===== src/rtl/button_event_gen_pkg.sv =====
// Shared encodings for the button front-end: per-channel FSM states and the
// counter-control opcodes also used by the debouncer's register block.
package button_event_gen_pkg;

    typedef enum logic [1:0] {
        ST_LOCKOUT = 2'd0,
        ST_IDLE    = 2'd1,
        ST_PRESSED = 2'd2,
        ST_REPEAT  = 2'd3
    } state_e;

    typedef enum logic [1:0] {
        CTRL_NONE = 2'd0,
        CTRL_CLR  = 2'd1,
        CTRL_LOAD = 2'd2,
        CTRL_INCR = 2'd3
    } ctrl_e;

endpackage


===== src/rtl/button_event_gen_if.sv =====
// Button level inputs and the event outputs derived from them.
// master: the side driving levels and consuming events; slave: the event generator.
interface button_event_gen_if #(
    parameter int unsigned SIGNAL_NUM = 1
) ();

    logic [SIGNAL_NUM-1:0] signal_input;
    logic [SIGNAL_NUM-1:0] press_pulse;
    logic [SIGNAL_NUM-1:0] release_pulse;
    logic [SIGNAL_NUM-1:0] repeat_pulse;
    logic [SIGNAL_NUM-1:0] held;

    modport master (
        output signal_input,
        input  press_pulse,
        input  release_pulse,
        input  repeat_pulse,
        input  held
    );

    modport slave (
        input  signal_input,
        output press_pulse,
        output release_pulse,
        output repeat_pulse,
        output held
    );

endinterface


===== src/rtl/button_event_gen_fsm.sv =====
// Single-channel press/release/auto-repeat event FSM with its tick counter.
// All outputs are registered; release always wins over a coincident expiry.
module button_event_gen_fsm
    import button_event_gen_pkg::*;
#(
    parameter int unsigned COUNTER_WIDTH = 25,
    parameter int unsigned HOLD_TICKS    = 25_000_000,
    parameter int unsigned REPEAT_TICKS  = 5_000_000
) (
    input  logic clk,
    input  logic rst,
    input  logic i_in,
    output logic o_press,
    output logic o_release,
    output logic o_repeat,
    output logic o_held
);

    localparam logic [COUNTER_WIDTH-1:0] HoldLast   = COUNTER_WIDTH'(HOLD_TICKS - 1);
    localparam logic [COUNTER_WIDTH-1:0] RepeatLast = COUNTER_WIDTH'(REPEAT_TICKS - 1);
    localparam logic [COUNTER_WIDTH-1:0] CountOne   = COUNTER_WIDTH'(1);

    state_e                   r_state;
    logic [COUNTER_WIDTH-1:0] r_count;
    logic                     r_press;
    logic                     r_release;
    logic                     r_repeat;
    logic                     r_held;

    ctrl_e                    w_ctrl;
    logic                     w_hold_done;
    logic                     w_rep_done;

    assign w_hold_done = (r_count == HoldLast);
    assign w_rep_done  = (r_count == RepeatLast);

    // Counter control: clear on entry to a timed phase and at each expiry, else count.
    always_comb begin
        w_ctrl = CTRL_NONE;
        case (r_state)
            ST_LOCKOUT: w_ctrl = CTRL_CLR;
            ST_IDLE:    w_ctrl = i_in ? CTRL_CLR : CTRL_NONE;
            ST_PRESSED: w_ctrl = w_hold_done ? CTRL_CLR : CTRL_INCR;
            ST_REPEAT:  w_ctrl = w_rep_done ? CTRL_CLR : CTRL_INCR;
            default:    w_ctrl = CTRL_NONE;
        endcase
    end

    // Tick counter register block; LOAD is not used by this channel and holds.
    always_ff @(posedge clk) begin
        if (rst) begin
            r_count <= '0;
        end else begin
            case (w_ctrl)
                CTRL_CLR:  r_count <= '0;
                CTRL_INCR: r_count <= r_count + CountOne;
                default:   r_count <= r_count;
            endcase
        end
    end

    // Channel FSM with registered event pulses and held level.
    always_ff @(posedge clk) begin
        if (rst) begin
            r_state   <= ST_LOCKOUT;
            r_press   <= 1'b0;
            r_release <= 1'b0;
            r_repeat  <= 1'b0;
            r_held    <= 1'b0;
        end else begin
            r_press   <= 1'b0;
            r_release <= 1'b0;
            r_repeat  <= 1'b0;
            case (r_state)
                // A button held through reset must be released before it can press.
                ST_LOCKOUT: begin
                    r_held <= 1'b0;
                    if (!i_in) begin
                        r_state <= ST_IDLE;
                    end
                end
                ST_IDLE: begin
                    r_held <= 1'b0;
                    if (i_in) begin
                        r_state <= ST_PRESSED;
                        r_press <= 1'b1;
                    end
                end
                ST_PRESSED: begin
                    if (!i_in) begin
                        r_state   <= ST_IDLE;
                        r_release <= 1'b1;
                    end else if (w_hold_done) begin
                        r_state  <= ST_REPEAT;
                        r_repeat <= 1'b1;
                        r_held   <= 1'b1;
                    end
                end
                ST_REPEAT: begin
                    if (!i_in) begin
                        r_state   <= ST_IDLE;
                        r_release <= 1'b1;
                        r_held    <= 1'b0;
                    end else if (w_rep_done) begin
                        r_repeat <= 1'b1;
                    end
                end
                default: begin
                    r_state <= ST_LOCKOUT;
                    r_held  <= 1'b0;
                end
            endcase
        end
    end

    assign o_press   = r_press;
    assign o_release = r_release;
    assign o_repeat  = r_repeat;
    assign o_held    = r_held;

endmodule


===== src/rtl/button_event_gen.sv =====
// Converts debounced button levels into press/release/auto-repeat events,
// one independent FSM and counter per channel.
module button_event_gen #(
    parameter int unsigned SIGNAL_NUM    = 1,
    parameter int unsigned COUNTER_WIDTH = 25,
    parameter int unsigned HOLD_TICKS    = 25_000_000,
    parameter int unsigned REPEAT_TICKS  = 5_000_000
) (
    input  logic               clk,
    input  logic               rst,
    button_event_gen_if.slave  bus
);

    logic [SIGNAL_NUM-1:0] w_press;
    logic [SIGNAL_NUM-1:0] w_release;
    logic [SIGNAL_NUM-1:0] w_repeat;
    logic [SIGNAL_NUM-1:0] w_held;

    // One channel FSM per button.
    for (genvar g = 0; g < SIGNAL_NUM; g++) begin : g_chan
        button_event_gen_fsm #(
            .COUNTER_WIDTH (COUNTER_WIDTH),
            .HOLD_TICKS    (HOLD_TICKS),
            .REPEAT_TICKS  (REPEAT_TICKS)
        ) u_fsm (
            .clk       (clk),
            .rst       (rst),
            .i_in      (bus.signal_input[g]),
            .o_press   (w_press[g]),
            .o_release (w_release[g]),
            .o_repeat  (w_repeat[g]),
            .o_held    (w_held[g])
        );
    end

    assign bus.press_pulse   = w_press;
    assign bus.release_pulse = w_release;
    assign bus.repeat_pulse  = w_repeat;
    assign bus.held          = w_held;

endmodule


===== src/flat_wrapper.sv =====
// flat-port wrapper written by rule: the top's interface ports become plain ports
module button_event_gen_flat 
#(
    parameter int unsigned SIGNAL_NUM    = 1,
    parameter int unsigned COUNTER_WIDTH = 25,
    parameter int unsigned HOLD_TICKS    = 25_000_000,
    parameter int unsigned REPEAT_TICKS  = 5_000_000
)
  (clk, rst, bus_signal_input, bus_press_pulse, bus_release_pulse, bus_repeat_pulse, bus_held);
  button_event_gen_if #(.SIGNAL_NUM(SIGNAL_NUM)) bus_i ();
  input  logic clk;
  input  logic rst;
  input wire logic [$bits(bus_i.signal_input)-1:0] bus_signal_input;
  output wire logic [$bits(bus_i.press_pulse)-1:0] bus_press_pulse;
  output wire logic [$bits(bus_i.release_pulse)-1:0] bus_release_pulse;
  output wire logic [$bits(bus_i.repeat_pulse)-1:0] bus_repeat_pulse;
  output wire logic [$bits(bus_i.held)-1:0] bus_held;
  assign bus_i.signal_input = bus_signal_input;
  assign bus_press_pulse = bus_i.press_pulse;
  assign bus_release_pulse = bus_i.release_pulse;
  assign bus_repeat_pulse = bus_i.repeat_pulse;
  assign bus_held = bus_i.held;
  button_event_gen #(.SIGNAL_NUM(SIGNAL_NUM), .COUNTER_WIDTH(COUNTER_WIDTH), .HOLD_TICKS(HOLD_TICKS), .REPEAT_TICKS(REPEAT_TICKS)) u_core (.clk(clk), .rst(rst), .bus(bus_i));
endmodule

===== config.mk =====
export PLATFORM = sky130hd
export DESIGN_NAME = button_event_gen_flat
export DESIGN_NICKNAME = d
export VERILOG_FILES = /design/src/rtl/button_event_gen_pkg.sv /design/src/rtl/button_event_gen_if.sv /design/src/rtl/button_event_gen_fsm.sv /design/src/rtl/button_event_gen.sv /design/src/flat_wrapper.sv
export SDC_FILE = /design/constraint.sdc
export NUM_CORES = 1
export LEC_CHECK = 0
export CELL_PAD_IN_SITES_DETAIL_PLACEMENT = 1
export CELL_PAD_IN_SITES_GLOBAL_PLACEMENT = 1
export CORE_ASPECT_RATIO = 1.1
export CORE_MARGIN = 4
export CORE_UTILIZATION = 48
export DETAILED_ROUTE_END_ITERATION = 8
export PLACE_DENSITY = 0.8
export SKIP_CTS_REPAIR_TIMING = 1
export SYNTH_ARGS = -nofsm -noshare
export SYNTH_HDL_FRONTEND = slang
export SYNTH_SLANG_ARGS = --single-unit

===== constraint.sdc =====
create_clock -name clk -period 4.3 [get_ports clk]
set_input_delay 1.29 -clock clk [delete_from_list [all_inputs] [get_ports clk]]
set_output_delay 1.29 -clock clk [all_outputs]
set_load 0.005 [all_outputs]

* Word-level counts from Yosys, hierarchy flattened
Index checks and enable logic that the tools add are counted.
Operators by class: bitwise operators 2, equality and inequality tests 13, reductions and logical operators 9, add/sub/neg operators 1, mux-type cells 21
Operators with widths (number):
- $pmux W25 S2 | 1
- $add A25 B1 Y25 const B | 1
- $eq A25 B23 Y1 const B | 1
- $eq A25 B25 Y1 const B | 1
- $mux W2 | 6
- $mux W1 | 10
- $ne A2 B2 Y1 const B | 5
- $reduce_or A2 Y1 | 5
- $pmux W2 S4 | 1
- $eq A2 B2 Y1 const B | 3
- $pmux W2 S3 | 1
- $reduce_and A3 Y1 | 2
- $eq A2 B1 Y1 const B | 2
- $ne A3 B3 Y1 const B | 1
- $pmux W1 S3 | 1
- $logic_not A2 Y1 | 1
- $not A1 Y1 | 2
- $pmux W1 S2 | 1
- $reduce_bool A2 Y1 | 1
Storage, ports and cells: input port bits 3, register bits after elaboration 31, word-level logic and storage cells 52

* Logic depth before layout (Yosys ltp)
depth after elaboration 5, depth in mapped cells 10, gate-level depth less buffers 8

* Least setup slack after synthesis
No wires, ideal clock.
path type input port to flip-flop, start point in bus_signal_input, end point reg u_core.g_chan[0].u_fsm.r_count[24], data arrival time 2.472 ns, cell stages on the path 6, setup slack 1.706 ns, required time 4.178 ns, path buffers 2, library setup time 0.122 ns, cells stage by stage clkbuf_1 > nand2_1 > and3_1 > and2_1 > buf_1 > a221o_1
Between the ends: cells in the longest elaborated chain, start to end 4, elaborated cells on any way between the ends 6, those cells by class 2 x eq/ne; 3 x mux; 1 x reduce/logical
Ends and longest elaborated chain:
- from (decl) | line flat_wrapper.sv:13 | input wire logic [$bits(bus_i.signal_input)-1:0] bus_signal_input;
- $mux W1 * | line button_event_gen_fsm.sv:42 | ST_IDLE: w_ctrl = i_in ? CTRL_CLR : CTRL_NONE;
- $pmux W2 S4 * | line button_event_gen_fsm.sv:40 | case (r_state)
- $eq A2 B2 Y1 or $eq A2 B1 Y1 (tied branches) | line button_event_gen_fsm.sv:54 | case (w_ctrl)
- $pmux W25 S2 or $reduce_bool A2 Y1 (tied branches)
- to (signal assigned) | line button_event_gen_fsm.sv:56 | CTRL_INCR: r_count <= r_count + CountOne;
- to (signal assigned) | line button_event_gen_fsm.sv:57 | default: r_count <= r_count;
- to (decl) | line button_event_gen_fsm.sv:24 | logic [COUNTER_WIDTH-1:0] r_count;
Mark *: on every way between the ends. The rest lies on a longest branch, timed or not. A chain may end at the register's enable or synchronous reset.

==> flow_metrics.tcl <==
set metrics [dict create \
    wl_mm 4.33 \
    antenna_cells_inserted 0 \
    crit_path_start_kind "primary input" \
    cts_tree "yes" \
    track_usage 0.207 \
    slew_viol_final 0 \
    rows 22 \
    power.density_nw_per_um2 387 \
    synth_edf_count 0 \
    cp.arrival_ps 3440 \
    clock_power_share 0.278 \
    required_ps 4560 \
    cts_sinks 31 \
    grt_start_max_net_pins 24 \
    synth_fp_nets 221 \
    dp_hpwl_mm 3.04 \
    mappedNetlistArea_um2 1730 \
    via_per_inst 6.17 \
    drive_gt1_frac 0.106 \
    hold_violations 0 \
    io_buffers 6 \
    sw_frac_of_total 0.352 \
    async_flop_share 0 \
    firstDrtPassIters 4 \
    power_frac_seq 0.433 \
    grt_pass1_vias 1646 \
    p_switching_w 0.000253 \
    outcome "completed" \
    mostFrequentLayoutCell "nand2_1" \
    crit_path_end_kind "flop" \
    wl_per_cell_um 16.3 \
    internal_power_w 0.000466 \
    worst_pin_slew_ps 923 \
    drt-initial-drc-count 55 \
    die_y_um 71.0 \
    grt-ovfl-total 0 \
    final_cell_mix "nand2_1 (36), dfxtp_1 (31), a31oi_1 (14)" \
    start_util 0.508 \
    ys_types 46 \
    grt_busiest_layer "met2" \
    areaGrowthSynthToFinish_pct 7.14 \
    clock_skew_ps 7.06 \
    ys.flop_type "dfxtp_1" \
    cts_made_buffers 5 \
    maxSlewHeadroom 0.381 \
    clock-root-buffer "clkbuf_4" \
    rrSetupSlack_ps 1710 \
    setup-tns-final_ps 0 \
    post-route-period-util 0.740 \
    hold_class "reg2reg" \
    grt_use_met1 0.241 \
    die_x_um 65.3 \
    syn_avg_cell_area_um2 8.14 \
    final_cells 266 \
    ys.warnings.count 0 \
    worstSkewPairLatency_ps 340 \
    rsz0062_at_grt "false" \
    cap_violations 0 \
    grt_antenna_before_repair 0 \
    synth-seq-area-share 0.358 \
    synthCells 213 \
    fmax_mhz 314 \
    final_antenna_net_count 0 \
    drcViolationCount 0 \
    gr-usage-met2 0.366 \
    min_period_ps 3180 \
    grt_pass1_wl_mm 7.54 \
    core-area_um2 3410 \
    critPathMaxFanout 23 \
    clockBufferDepth 2 \
    grtUsageMet3 0.0397 \
    die_area_um2 4640 \
    gp_congestion 0.850 \
    worstSetupPathType "in2reg" \
    final_nets 225 \
    ctsHtreeMaxLevel 2 \
    routed-via-count 1642 \
    dp_cells 258 \
    clk_pin_slew_ps 90 \
    p_comb_frac 0.289 \
    yosys_register_bits 31 \
    setup_viol 0 \
    cellLeakagePower_nw 0.665 \
    ir_drop_mv 0.313 \
    io_pins 7 \
]
critical path, stage by stage:
cell             delay, ps
clkdlybuf4s50_1        510
inv_1                  190
nand3_1                180
o2bb2ai_2              780
o21ai_0                250
a31oi_1                240
power groups by stage:
stage	clock, W	combinational (W)	sequential, W
4_1_cts	0.000207	0.000209	0.000312
2_1_floorplan	0	0.000158	0.000316
3_3_place_gp	0	0.000196	0.000318
6_report	0.000200	0.000208	0.000312
5_1_grt	0.000218	0.000237	0.000315
3_5_place_dp	0	0.000205	0.000319
cell usage after synthesis, drive strengths merged, types with 4 or more instances:
master / count / area, um^2
nand2: 36 / 135
dfxtp: 31 / 621
a31oi: 14 / 87.6
nand3: 14 / 82.6
nor2: 14 / 55.1
o21ai: 14 / 70.1
a21oi: 12 / 60.1
and3: 9 / 57.6
inv: 8 / 30.0
nor3: 8 / 40.0
buf: 7 / 65.1
ha: 5 / 62.6
nand4: 5 / 43.8
clkbuf: 4 / 15.0
or3: 4 / 28.8
final cells by class:
class,instances,area [um^2]
fill,450,1560
multi-input combinational,163,1000
sequential,31,621
timing repair buffer,8,75.1
clock buffer,8,68.8
tap,48,60.1
inverter,8,30.0
metrics by stage:
| stage | hold WS [ps] | total power, W | utilization | worst slack, ps | cell area [um^2] |
|---|---|---|---|---|---|
| CTS | 470 | 0.000728 | 0.544 | 1130 | 1860 |
| finish | 465 | 0.000719 | 0.544 | 1120 | 1860 |
| detailed placement | 455 | 0.000523 | 0.524 | 773 | 1790 |
| global route | 496 | 0.000770 | 0.544 | 952 | 1860 |
| floorplan | 442 | 0.000474 | - | 1710 | 1730 |
| global placement | 450 | 0.000513 | 0.524 | 888 | 1790 |
per-layer routing:
metal	routed length [um]	vias to the layer above
li1	-	778
met1	1910	824
met2	2210	31
met3	121	9
met4	85	0
met5	0	-
sequential cells by signal (all words and copies together), names as in the netlist:
signal and count:
u_core.g_chan.u_fsm.r_count 25, u_core.g_chan.u_fsm.r_state 2, u_core.g_chan.u_fsm.o_held 1, u_core.g_chan.u_fsm.o_press 1, u_core.g_chan.u_fsm.o_release 1, u_core.g_chan.u_fsm.o_repeat 1
path summary, 6_finish.rpt:
check,cells past startpoint,from,end
min,2,u_core.g_chan[0].u_fsm.o_held,u_core.g_chan[0].u_fsm.o_held
max,6,rst,u_core.g_chan[0].u_fsm.r_count[6]
min reg2reg,2,u_core.g_chan[0].u_fsm.o_held,u_core.g_chan[0].u_fsm.o_held
max reg2reg,7,u_core.g_chan[0].u_fsm.r_count[0],u_core.g_chan[0].u_fsm.r_count[24]
kinds of logic after synthesis:
family	Yosys count	share of synthesized area
simple gates	100	0.312
mux	1	0.00577
compound gates	53	0.205
buf+inv	19	0.0635
flops	31	0.358
xor+xnor	4	0.0202
fa+ha+maj	5	0.0361
No activity file was read; power rests on OpenSTA's default activity.
